==> config.mk <==
export PLATFORM = sky130hd
export DESIGN_NAME = checkpoint_recovery_ctrl
export DESIGN_NICKNAME = d
export VERILOG_FILES = /design/src/rtl/checkpoint_recovery_ctrl.sv
export SDC_FILE = /design/constraint.sdc
export NUM_CORES = 1
export LEC_CHECK = 0
export CORE_AREA = 3 3 253 255
export CTS_CLUSTER_SIZE = 14
export DETAILED_ROUTE_END_ITERATION = 8
export DIE_AREA = 0 0 256 258
export PLACE_DENSITY_LB_ADDON = 0.05
export REMOVE_ABC_BUFFERS = 1
export SLEW_MARGIN = 20
export SYNTH_ARGS = -nofsm -noshare
export SYNTH_HDL_FRONTEND = slang
export SYNTH_SLANG_ARGS = --single-unit
==> constraint.sdc <==
create_clock -name clk -period 4.5 [get_ports clk]
set_input_delay 0.45 -clock clk [delete_from_list [all_inputs] [get_ports clk]]
set_output_delay 0.45 -clock clk [all_outputs]
set_load 0.02 [all_outputs]
==> src/rtl/checkpoint_recovery_ctrl.sv <==
// ----------------------------------------------------------------------------
// checkpoint_recovery_ctrl
//
// Purpose:
//   Branch-resolution front end of the checkpoint store. Correctly predicted
//   branches produce per-slot validate strobes one cycle later. The oldest
//   mispredict is latched and starts a recovery sequence:
//     RECALL  (1 cycle)  : recall the checkpoint line and register it
//     RESTORE (1 cycle)  : restore pulse plus fetch redirect
//     DRAIN   (DRAIN_CYCLES cycles) : keep rename stalled
//   An older mispredict that arrives during recovery restarts it. A younger
//   or equal one is dropped.
//
// Ports:
//   clk, reset            clock, synchronous active-high reset
//   res_*_i               per-slot branch resolutions (valid, id, mispredict, target)
//   cp_front_i            next checkpoint slot to be written (age reference)
//   recalled_data_i       asynchronously read checkpoint line
//   validate_o / validated_id_o   retire permission for correct branches
//   recall_checkpoint_o / recall_id_o   checkpoint recall strobe and id
//   restore_*_o           unpacked checkpoint fields, valid with restore_valid_o
//   redirect_valid_o / redirect_pc_o    fetch redirect
//   flush_stall_o         rename/dispatch hold, low only when idle
//
// Optional build macro RECOVERY_PERF_EN adds saturating performance counters
// perf_mispredicts_o and perf_stall_cycles_o.
// ----------------------------------------------------------------------------
module checkpoint_recovery_ctrl #(
  parameter int NUM_CP       = 8,
  parameter int NUM_RES      = 2,
  parameter int NUM_PR       = 64,
  parameter int AL_SIZE      = 32,
  parameter int DRAIN_CYCLES = 2,
  localparam int CPW       = $clog2(NUM_CP),
  localparam int PRW       = $clog2(NUM_PR),
  localparam int ALW       = $clog2(AL_SIZE),
  localparam int LINE_SIZE = ALW + PRW + 32*PRW + 64
) (
  input  logic                   clk,
  input  logic                   reset,
  input  logic [NUM_RES-1:0]     res_valid_i,
  input  logic [NUM_RES*CPW-1:0] res_cp_id_i,
  input  logic [NUM_RES-1:0]     res_mispredict_i,
  input  logic [NUM_RES*32-1:0]  res_target_i,
  input  logic [CPW-1:0]         cp_front_i,
  input  logic [LINE_SIZE-1:0]   recalled_data_i,
  output logic [NUM_RES-1:0]     validate_o,
  output logic [NUM_RES*CPW-1:0] validated_id_o,
  output logic                   recall_checkpoint_o,
  output logic [CPW-1:0]         recall_id_o,
  output logic                   restore_valid_o,
  output logic [PRW-1:0]         restore_fl_front_o,
  output logic [ALW-1:0]         restore_al_front_o,
  output logic [NUM_PR-1:0]      restore_bbt_o,
  output logic [32*PRW-1:0]      restore_rmt_o,
  output logic                   redirect_valid_o,
  output logic [31:0]            redirect_pc_o,
  output logic                   flush_stall_o
`ifdef RECOVERY_PERF_EN
  ,
  output logic [31:0]            perf_mispredicts_o,
  output logic [31:0]            perf_stall_cycles_o
`endif
);

  localparam logic [1:0] ST_IDLE    = 2'd0;
  localparam logic [1:0] ST_RECALL  = 2'd1;
  localparam logic [1:0] ST_RESTORE = 2'd2;
  localparam logic [1:0] ST_DRAIN   = 2'd3;

  localparam int DCW = (DRAIN_CYCLES > 1) ? $clog2(DRAIN_CYCLES) : 1;
  localparam logic [DCW-1:0] DRAIN_LAST = DCW'(DRAIN_CYCLES - 1);

  // Distance back from the most recently allocated checkpoint; wraps mod NUM_CP.
  function automatic logic [CPW-1:0] age_f(input logic [CPW-1:0] front,
                                           input logic [CPW-1:0] id);
    age_f = front - {{(CPW-1){1'b0}}, 1'b1} - id;
  endfunction

  logic [1:0]             state_q, state_d;
  logic [CPW-1:0]         pend_id_q, pend_id_d;
  logic [31:0]            pend_pc_q, pend_pc_d;
  logic [DCW-1:0]         drain_cnt_q, drain_cnt_d;
  logic [LINE_SIZE-1:0]   line_q;
  logic [NUM_RES-1:0]     validate_q, validate_d;
  logic [NUM_RES*CPW-1:0] validated_id_q;
  logic                   recall_q;
  logic [CPW-1:0]         recall_id_q;
  logic                   restore_q;
  logic [31:0]            redirect_pc_q;
  logic                   flush_q;

  logic                   mp_found_s;
  logic [CPW-1:0]         mp_id_s;
  logic [31:0]            mp_pc_s;
  logic [CPW-1:0]         mp_age_s;
  logic [CPW-1:0]         pend_age_s;
  logic                   take_s;

  // Oldest valid mispredict this cycle; strict compare keeps the lower slot on ties.
  always_comb begin
    logic           better;
    logic [CPW-1:0] a;
    mp_found_s = 1'b0;
    mp_id_s    = '0;
    mp_pc_s    = '0;
    mp_age_s   = '0;
    for (int i = 0; i < NUM_RES; i++) begin
      a          = age_f(cp_front_i, res_cp_id_i[i*CPW +: CPW]);
      better     = res_valid_i[i] & res_mispredict_i[i] & (~mp_found_s | (a > mp_age_s));
      mp_id_s    = better ? res_cp_id_i[i*CPW +: CPW] : mp_id_s;
      mp_pc_s    = better ? res_target_i[i*32 +: 32]  : mp_pc_s;
      mp_age_s   = better ? a                         : mp_age_s;
      mp_found_s = mp_found_s | better;
    end
  end

  // Correct resolutions validate unless they are younger than (or equal to) the pending recall.
  always_comb begin
    logic pass;
    pend_age_s = age_f(cp_front_i, pend_id_q);
    validate_d = '0;
    for (int i = 0; i < NUM_RES; i++) begin
      pass = (state_q == ST_IDLE) |
             (age_f(cp_front_i, res_cp_id_i[i*CPW +: CPW]) > pend_age_s);
      validate_d[i] = res_valid_i[i] & ~res_mispredict_i[i] & pass;
    end
  end

  // Recovery sequencer; an older mispredict takes priority over normal progress.
  always_comb begin
    state_d     = state_q;
    pend_id_d   = pend_id_q;
    pend_pc_d   = pend_pc_q;
    drain_cnt_d = drain_cnt_q;
    take_s      = mp_found_s & ((state_q == ST_IDLE) | (mp_age_s > pend_age_s));
    if (take_s) begin
      state_d   = ST_RECALL;
      pend_id_d = mp_id_s;
      pend_pc_d = mp_pc_s;
    end else begin
      case (state_q)
        ST_IDLE:    state_d = ST_IDLE;
        ST_RECALL:  state_d = ST_RESTORE;
        ST_RESTORE: begin
          state_d     = ST_DRAIN;
          drain_cnt_d = DRAIN_LAST;
        end
        ST_DRAIN: begin
          if (drain_cnt_q == '0) begin
            state_d = ST_IDLE;
          end else begin
            drain_cnt_d = drain_cnt_q - {{(DCW-1){1'b0}}, 1'b1};
          end
        end
        default:    state_d = ST_IDLE;
      endcase
    end
  end

  // State, pending branch, recalled line and registered outputs.
  always_ff @(posedge clk) begin
    if (reset) begin
      state_q        <= ST_IDLE;
      pend_id_q      <= '0;
      pend_pc_q      <= '0;
      drain_cnt_q    <= '0;
      line_q         <= '0;
      validate_q     <= '0;
      validated_id_q <= '0;
      recall_q       <= 1'b0;
      recall_id_q    <= '0;
      restore_q      <= 1'b0;
      redirect_pc_q  <= '0;
      flush_q        <= 1'b0;
    end else begin
      state_q        <= state_d;
      pend_id_q      <= pend_id_d;
      pend_pc_q      <= pend_pc_d;
      drain_cnt_q    <= drain_cnt_d;
      line_q         <= (state_q == ST_RECALL) ? recalled_data_i : line_q;
      validate_q     <= validate_d;
      validated_id_q <= res_cp_id_i;
      recall_q       <= (state_d == ST_RECALL);
      recall_id_q    <= (state_d == ST_RECALL) ? pend_id_d : '0;
      restore_q      <= (state_d == ST_RESTORE);
      redirect_pc_q  <= (state_d == ST_RESTORE) ? pend_pc_d : 32'd0;
      flush_q        <= (state_d != ST_IDLE);
    end
  end

  assign validate_o          = validate_q;
  assign validated_id_o      = validated_id_q;
  assign recall_checkpoint_o = recall_q;
  assign recall_id_o         = recall_id_q;
  assign restore_valid_o     = restore_q;
  assign redirect_valid_o    = restore_q;
  assign redirect_pc_o       = redirect_pc_q;
  assign flush_stall_o       = flush_q;
  assign restore_fl_front_o  = line_q[PRW-1:0];
  assign restore_al_front_o  = line_q[ALW+PRW-1:PRW];
  assign restore_bbt_o       = line_q[ALW+PRW+NUM_PR-1:ALW+PRW];
  assign restore_rmt_o       = line_q[ALW+PRW+64 +: 32*PRW];

`ifdef RECOVERY_PERF_EN
  logic [31:0] perf_mis_q;
  logic [31:0] perf_stall_q;

  // Saturating counters: recall entries (restarts included) and stalled cycles.
  always_ff @(posedge clk) begin
    if (reset) begin
      perf_mis_q   <= 32'd0;
      perf_stall_q <= 32'd0;
    end else begin
      perf_mis_q   <= (take_s && (perf_mis_q != 32'hFFFF_FFFF)) ? perf_mis_q + 32'd1 : perf_mis_q;
      perf_stall_q <= (flush_q && (perf_stall_q != 32'hFFFF_FFFF)) ? perf_stall_q + 32'd1 : perf_stall_q;
    end
  end

  assign perf_mispredicts_o  = perf_mis_q;
  assign perf_stall_cycles_o = perf_stall_q;
`endif

endmodule

* Yosys cells after proc, flatten, opt, wreduce, memory -nomap -nowiden
Cells that the tools add are included.
Storage, ports and cells: word-level logic and storage cells 64, flip-flop bits (word level) 351
Cells by class: equality and inequality tests 5, mux-type cells 13, order comparisons 4, reductions and logical operators 6, add/subtract/negate cells 5, bitwise logic cells 19
Operators by type and width (count):
- 32-bit two-way mux | 3
- 3-bit two-way mux | 5
- 3-bit > comparator | 4
- 3-bit subtractor | 3
- 1-bit bitwise AND | 8
- 2-bit one-hot mux with 4 select lines | 1
- 2-bit == test, second input constant | 3
- 1-bit inverter | 6
- 1-bit bitwise OR | 5
- 2-bit by 1-bit == test with 1-bit output, second input constant | 2
- 2-bit two-way mux | 2
- 2-bit nonzero test | 2
- 2-bit OR reduction | 2
- 3-bit by 1-bit subtractor with 3-bit output, second input constant | 1
- 2-bit logical NOT | 1
- 1-bit one-hot mux with 2 select lines | 1
- 2-bit AND reduction | 1
- 1-bit two-way mux | 1
- 1-bit subtractor, second input constant | 1

* Depth between registers and ports, before layout
Gate-level depths: netlist of run 1.
depth in word-level cells 14, gate-level depth with buffers 21, gate-level depth less buffers 18

* Least setup slack after synthesis of run 1
No wires, ideal clock.
kind input to register, start point input cp_front_i[0], end point register pend_pc_q[10], cell stages on the path 20, path buffers 2, data arrival time 4.234 ns, setup time 0.081 ns, slack 0.185 ns, required time 4.419 ns, cells stage by stage inv_1 -> ha_1 -> fa_1 -> xnor2_1 -> xnor2_1 -> nand2_1 -> ha_1 -> and3b_4 -> o21ai_4 -> and2_4 -> buf_12 -> or2_1 -> o22a_1 -> ha_1 -> and3_1 -> a21oi_4 -> o21a_2 -> clkbuf_1 -> nor2_1 -> a211oi_2
On the way: longest elaborated chain between the ends 11, elaborated cells on any way between the ends 15, classes of those cells add/sub (4); order compare (2); mux (4); bitwise (5)
Ends and longest elaborated chain:
- start, declared | RTL line 45 | input logic [CPW-1:0] cp_front_i,
- 3-bit by 1-bit subtractor with 3-bit output * | RTL line 77 | age_f = front - {{(CPW-1){1'b0}}, 1'b1} - id;
- 3-bit subtractor | RTL line 77
- 3-bit two-way mux | RTL line 113 | mp_age_s = better ? a : mp_age_s;
- 3-bit > comparator | RTL line 110 | better = res_valid_i[i] & res_mispredict_i[i] & (~mp_found_s | (a > mp_age_s));
- 1-bit bitwise OR | RTL line 110
- 1-bit bitwise AND | RTL line 110
- 3-bit two-way mux | RTL line 113
- 3-bit > comparator | RTL line 136 | take_s = mp_found_s & ((state_q == ST_IDLE) | (mp_age_s > pend_age_s));
- 1-bit bitwise OR | RTL line 136
- 1-bit bitwise AND | RTL line 136
- 32-bit two-way mux * | RTL line 137 | if (take_s) begin
- end signal, assigned | RTL line 179 | pend_pc_q <= pend_pc_d;
- end, declared | RTL line 82 | logic [31:0] pend_pc_q, pend_pc_d;
Mark *: on every way between the ends. The rest lies on a longest branch, timed or not. A chain may end at the register's enable or synchronous reset.

* Worst setup path after layout of run 1
start point input cp_front_i[0], end point register pend_pc_q[5]
Same word-level chain as after synthesis.

==> run metrics, run 1 <==
RSZ-0062 raised after global routing false; total wire length 62.53 mm; Initial Utilization 0.2109; IO Pins 660; Distinct cells, synth 44; CTS Buf Count 44; core region area just over 60000 um2; worst-margin pin slew between 0.8 and 0.9 ns; fin. max-slew vios 0; Die Ht 258 um; nets 2492; grt ovf 0; number of port buffers 659; Async S/R FF share, synth 0; setup slack after layout 0.2693 ns; Crit Path Max Fanout 26; Placer Congestion 0.7861; CP Cell Sequence clkdlybuf4s50_1 > inv_1 > ha_1 > fa_1 > xnor2_2 > xnor2_2 > nand2_1 > ha_1 > and3b_4 > o21ai_4 > and2_4 > or2_1 > o22a_1 > ha_1 > and3_1 > a21oi_4 > o21a_2 > buf_12 > nor2_1 > a211oi_2; Setup violations, final 0; maximum clock path buffer count 3; Die X 256 um; Max transition margin 0.4494; vias per inst roughly 4.2; Total Power roughly 9.4 mW; max cap viols 0; DRC viols 0; Num Clock Sinks 351; Synth Flop Type dfxtp_1; fin area around 22000 um2; Initial DRT Pass Iterations 4; Post-synth EDFFs 0; hold_ws 0.3916 ns; post-synthesis sequential area ratio 0.5388; Area after DPL 20460 um2; total of warnings raised by yosys 0; crit path kind in2reg; most frequent CP cell ha_1; # hold bufs at CTS 0; post-layout min period roughly 4.2 ns; Final period util 0.9402; Final HPWL DP 45.85 mm; Synth Register Bits roughly 350; outcome finished clean; gr usage total 0.1818; Slowest cell on crit path clkdlybuf4s50_1; Max Freq 236.4 MHz; CTS tree built; Setup crit start kind primary input; class of the worst hold path in2reg; fraction of layout cells with a size suffix above 1 0.08032; DR iter-0 viols 575; Req. time, crit path 4.96 ns; largest net degree at the start of global routing 142; Max VDD drop 264.1 uV; flop-to-flop setup slack around 1.6 ns; clock slew at reported path FFs 0.06 ns; vias in the first global route 12.68k; Power Density ~430 nW/um2; FP Rows roughly 90; Die Area approximately 66000 um2; mean post-synth cell area between 8 and 9 um2; leakage power 7.675 nW; antenna-violating nets left 0; arrival time worst endpoint between 4 and 5 ns; post-synthesis cell area 13040 um2; first-pass GRT wire length 89.66 mm; Hold Fails Final Rpt 0; worst slack at placement -0.2914 ns; P&R area growth vs syn 67.30%; clock latency on the worst-skew pair 0.56 ns; htree depth 2; DR vias between 10k and 15k; wire length per cell 20.83 um; CP peak stage delay 0.48 ns; initial antenna violation count 16; CTS root buffer clkbuf_16; CP Capture Type register; Final Core Density 0.3529; Synth Instances 1501; Post-CTS Setup Inserts 0; Setup Skew 0.01707 ns
[logic make-up (layout without fill, tap and decap cells)]
group / Yosys count / in the layout / synth area share
and+or+nand+nor: 639 / 639 / 0.1951
AOI/OAI and AO/OA: 361 / 361 / 0.1894
DFF: 351 / 351 / 0.5388
buffers and inverters: 124 / 777 / 0.05210
adders and majority gates: 19 / 19 / 0.01996
xor gates and xnor gates: 7 / 7 / 0.004701
other: 0 / 11 / 0
[critical path: cells and delay by family]
kind | cells | cell delay [ns]
adder cells (fa/ha/maj) | 4 | 1.40
AND/OR/NAND/NOR | 6 | 0.94
buffers and inverters | 3 | 0.72
AO/OA/AOI/OAI | 5 | 0.82
XOR/XNOR | 2 | 0.33
[worst paths after layout]
kind / startpoint / end / depth (start not counted)
min reg2reg: pend_pc_q[22] / redirect_pc_o[22] / 1
max: cp_front_i[0] / pend_pc_q[5] / 20
min: reset / line_q[209] / 2
max reg2reg: pend_id_q[0] / pend_pc_q[31] / 10
[cells in the final DEF, fill, tap and decap left out, drive strengths merged, types with 11 or more instances in the layout]
cell	netlist	final
and2	34	34
clkbuf	46	67
nand2	542	542
a211oi	36	36
clkdlybuf4s50	0	658
buf	71	39
nor2	41	41
o32ai	32	32
a21oi	275	275
ha	16	16
dfxtp	351	351
diode	0	11
[area by class of cell]
| class | count | area (um2) |
|---|---|---|
| diodes | 11 | 27.53 |
| clock buffers | 67 | 1289 |
| clock inverters | 6 | 30.03 |
| fillers | 6432 | 40010 |
| inverters | 7 | 26.28 |
| multi-input cells | 1026 | 5365 |
| flip-flops and latches | 351 | 7027 |
| well taps | 837 | 1047 |
| repair buffers | 697 | 7007 |
[through the flow]
stage          setup TNS (ns)  instances
2_1_floorplan        -1267.62       1384
3_3_place_gp           -15.59       2917
3_5_place_dp           -15.79       2918
4_1_cts                     0       2991
5_1_grt                     0       2999
6_report                    0       3002
[report_power, final]
group | internal (mW) | switching, mW
Combinational | 1.11 | 1.36
Clock | 1.95 | 1.39
Sequential | 3.42 | 0.154
Total | 6.49 | 2.91
[cells in the mapped netlist, types with 7 or more instances]
library cell,n,area share
a211oi_2,31,0.030
a21oi_1,274,0.11
and2_1,33,0.016
buf_2,61,0.023
clkbuf_1,42,0.012
dfxtp_1,351,0.54
ha_1,16,0.015
inv_1,7,0.0020
nand2_1,541,0.16
nor2_1,41,0.012
nor2b_1,8,0.0038
o32ai_2,30,0.037
[state kept, by name (all words and copies together) (netlist names), 2 cells and up]
register / count
state_q: 2
line_q: 267
pend_pc_q: 32
validated_id_o: 6
redirect_pc_o: 32
validate_o: 2
recall_id_o: 3
pend_id_q: 3
[metal layers]
layer  global-route usage  wire length (um)  vias to the layer above
met1               0.2021             24400                     5832
met4              0.07159              1723                       12
met3              0.07522              5826                       84
met2               0.3095             30500                      421
met5                    0                80                        -
li1                     -                 -                     6203
[what timing repair did]
action,CTS,global route
resized for setup,0,2
endpoints found under the setup margin,0,2
endpoints found under the hold margin,0,0
No activity file was read; power rests on OpenSTA's default activity.
==> run 2, diff against run 1 <==
--- a/config.mk
+++ b/config.mk
@@ -5,10 +5,10 @@
 export SDC_FILE = /design/constraint.sdc
 export NUM_CORES = 1
 export LEC_CHECK = 0
-export CORE_AREA = 3 3 253 255
+export CORE_AREA = 2 2 259 261
 export CTS_CLUSTER_SIZE = 14
 export DETAILED_ROUTE_END_ITERATION = 8
-export DIE_AREA = 0 0 256 258
+export DIE_AREA = 0 0 261 263
 export PLACE_DENSITY_LB_ADDON = 0.05
 export REMOVE_ABC_BUFFERS = 1
 export SLEW_MARGIN = 20
==> run metrics, run 2 (synthesis results as in run 1) <==
number of port buffers 659 (unchanged); class of the worst hold path in2reg (unchanged); Initial Utilization 0.1987 (was 0.2109); Post-CTS Setup Inserts 0 (unchanged); DRC viols 0 (unchanged); Largest register FFs 267 (unchanged); Setup Skew 0.02979 ns (was 0.01707 ns); fillers 6883 (was 6432); total wire length 62.36 mm (was 62.53 mm); fraction of layout cells with a size suffix above 1 0.08607 (was 0.08032); gr usage total 0.1747 (was 0.1818); FP Rows 94 (was 91); M2 GR Usage 0.3051 (was 0.3095); core region area 65630 um2 (was 61830 um2); largest net degree at the start of global routing 178 (was 142); Worst Setup EP redirect_pc_o[19] (was pend_pc_q[5]); Placer Congestion 0.7861 (unchanged); Setup crit start cp_front_i[0] (unchanged); maximum clock path buffer count 3 (unchanged); Die Ht 263 um (was 258 um); vias per inst 4.200 (was 4.181); CTS tree built (unchanged); Max transition margin 0.3220 (was 0.4494); RSZ-0062 raised after global routing false (unchanged); Crit Path Max Fanout 33 (was 26); CTS resizes 0 (unchanged); met3 Resource Use GR 0.07337 (was 0.07522); # hold bufs at CTS 0 (unchanged); CP Capture Type register (unchanged); most frequent cells in the layout clkdlybuf4s50_1 (658), nand2_1 (541), dfxtp_1 (351) (unchanged); arrival time worst endpoint 4.73 ns (was 4.69 ns); commonest non-fill, non-tap cell in the layout clkdlybuf4s50_1 (unchanged); Setup violations, final 0 (unchanged); worst-margin pin slew 1.017 ns (was 0.8260 ns); post-layout min period 4.220 ns (was 4.231 ns); nets 2491 (was 2492); Reg with most FFs line_q (unchanged); Setup crit start kind primary input (unchanged); crit path kind in2reg (unchanged); Reg2Reg Depth 11 (was 10); Reg-to-Reg Start pend_id_q[0] (unchanged); Setup TNS 0 ns (unchanged); Final HPWL DP 45.26 mm (was 45.85 mm); placed insts 2943 (was 2918); GR peak layer met2 (unchanged); met1 Use GR 0.1982 (was 0.2021); fin. max-slew vios 0 (unchanged); Final Core Density 0.3347 (was 0.3529); antenna-violating nets left 0 (unchanged); flop-to-flop setup slack 1.59 ns (was 1.62 ns); Final period util 0.9378 (was 0.9402); Die X 261 um (was 256 um); htree depth 2 (unchanged); CTS root buffer clkbuf_16 (unchanged); Hold Fails Final Rpt 0 (unchanged); initial antenna violation count 13 (was 16); vias in the first global route 12.78k (was 12.68k); CTS Buf Count 45 (was 44); Area after DPL 20460 um2 (about the same); grt ovf 0 (unchanged); wire length per cell 20.60 um (was 20.83 um); P&R area growth vs syn 68.45% (was 67.30%); fin cells 3027 (was 3002); outcome finished clean (unchanged); Req. time, crit path 5.01 ns (was 4.96 ns); Max VDD drop 229.3 uV (was 264.1 uV); Initial DRT Pass Iterations 4 (unchanged); IO Pins 660 (unchanged); leakage power 7.742 nW (was 7.675 nW); Max Freq 237.0 MHz (was 236.4 MHz); DR iter-0 viols 556 (was 575); Reg-to-Reg End redirect_pc_o[19] (was pend_pc_q[31]); fin area 21970 um2 (was 21820 um2); Power Density 442.5 nW/um2 (was 430.6 nW/um2); clock slew at reported path FFs 0.06 ns (about the same); DR vias 12.71k (was 12.55k); Num Clock Sinks 351 (unchanged); first-pass GRT wire length 89.24 mm (was 89.66 mm); clock latency on the worst-skew pair 0.59 ns (was 0.56 ns); Die Area 68640 um2 (was 66050 um2); max cap viols 0 (unchanged)
run 2: cell types whose count changed in the layout (fill, tap and decap cells not counted), sizes merged:
cell      before  now
diode         11    2
buf           39   37
clkinvlp       0    2
inv            7    8
bufinv         0    1
clkinv         6   11
run 2: power breakdown:
part           leakage (nW)  switching (mW)  internal (mW)  total [mW]
clock                 0.745            1.50           2.16        3.66
sequential             2.87           0.154           3.42        3.57
combinational          4.13            1.37           1.11        2.49
run 2: worst max-delay path: stages:
cell             delay [ns]
clkdlybuf4s50_1        0.48
inv_1                  0.05
ha_1                   0.36
fa_1                   0.42
xnor2_1                0.19
xnor2_1                0.16
nand2_1                0.08
ha_1                   0.32
and3b_4                0.21
o21ai_4                0.18
a21oi_1                0.10
a22o_1                 0.23
ha_1                   0.32
a21oi_1                0.25
a21oi_4                0.11
buf_4                  0.15
a211oi_4               0.26
buf_12                 0.22
and2_1                 0.15
run 2: area by class of cell:
class	instances	area (um2)	share of cell area
Sequential cell	351	7027	0.3199
Antenna cell	2	5.005	0.0002278
Multi-Input combinational cell	1026	5358	0.2439
Inverter	7	26.28	0.001196
Clock buffer	67	1369	0.06231
Tap cell	864	1081	0.04921
Timing Repair Buffer	695	6972	0.3173
Clock inverter	15	131.4	0.005980
run 2: worst min path at each step:
stage,cells after the start,slack (ns),start,to
floorplan,1,0.43,pend_pc_q[0],redirect_pc_o[0]
global placement,1,0.44,pend_pc_q[2],redirect_pc_o[2]
detailed placement,1,0.44,pend_pc_q[2],redirect_pc_o[2]
CTS,3,0.36,recalled_data_i[244],line_q[244]
global route,3,0.38,recalled_data_i[113],line_q[113]
finish,2,0.37,reset,line_q[101]
run 2: metal layers:
| layer | part of all wire | vias up | routed length (um) |
|---|---|---|---|
| met5 | 0.0024 | - | 149 |
| met3 | 0.092 | 80 | 5733 |
| met4 | 0.016 | 22 | 987 |
| met2 | 0.50 | 375 | 30890 |
| li1 | - | 6192 | - |
| met1 | 0.39 | 6045 | 24590 |
run 2: stage by stage:
| step | hold slack, ns | power [mW] | worst slack, ns |
|---|---|---|---|
| floorplan | 0.4305 | 4.876 | -4.407 |
| global placement | 0.4397 | 6.159 | -0.3175 |
| CTS | 0.3649 | 9.919 | 0.2819 |
| detailed placement | 0.4410 | 6.165 | -0.3242 |
| global route | 0.3801 | 10.20 | 0.03758 |
| finish | 0.3714 | 9.722 | 0.2800 |
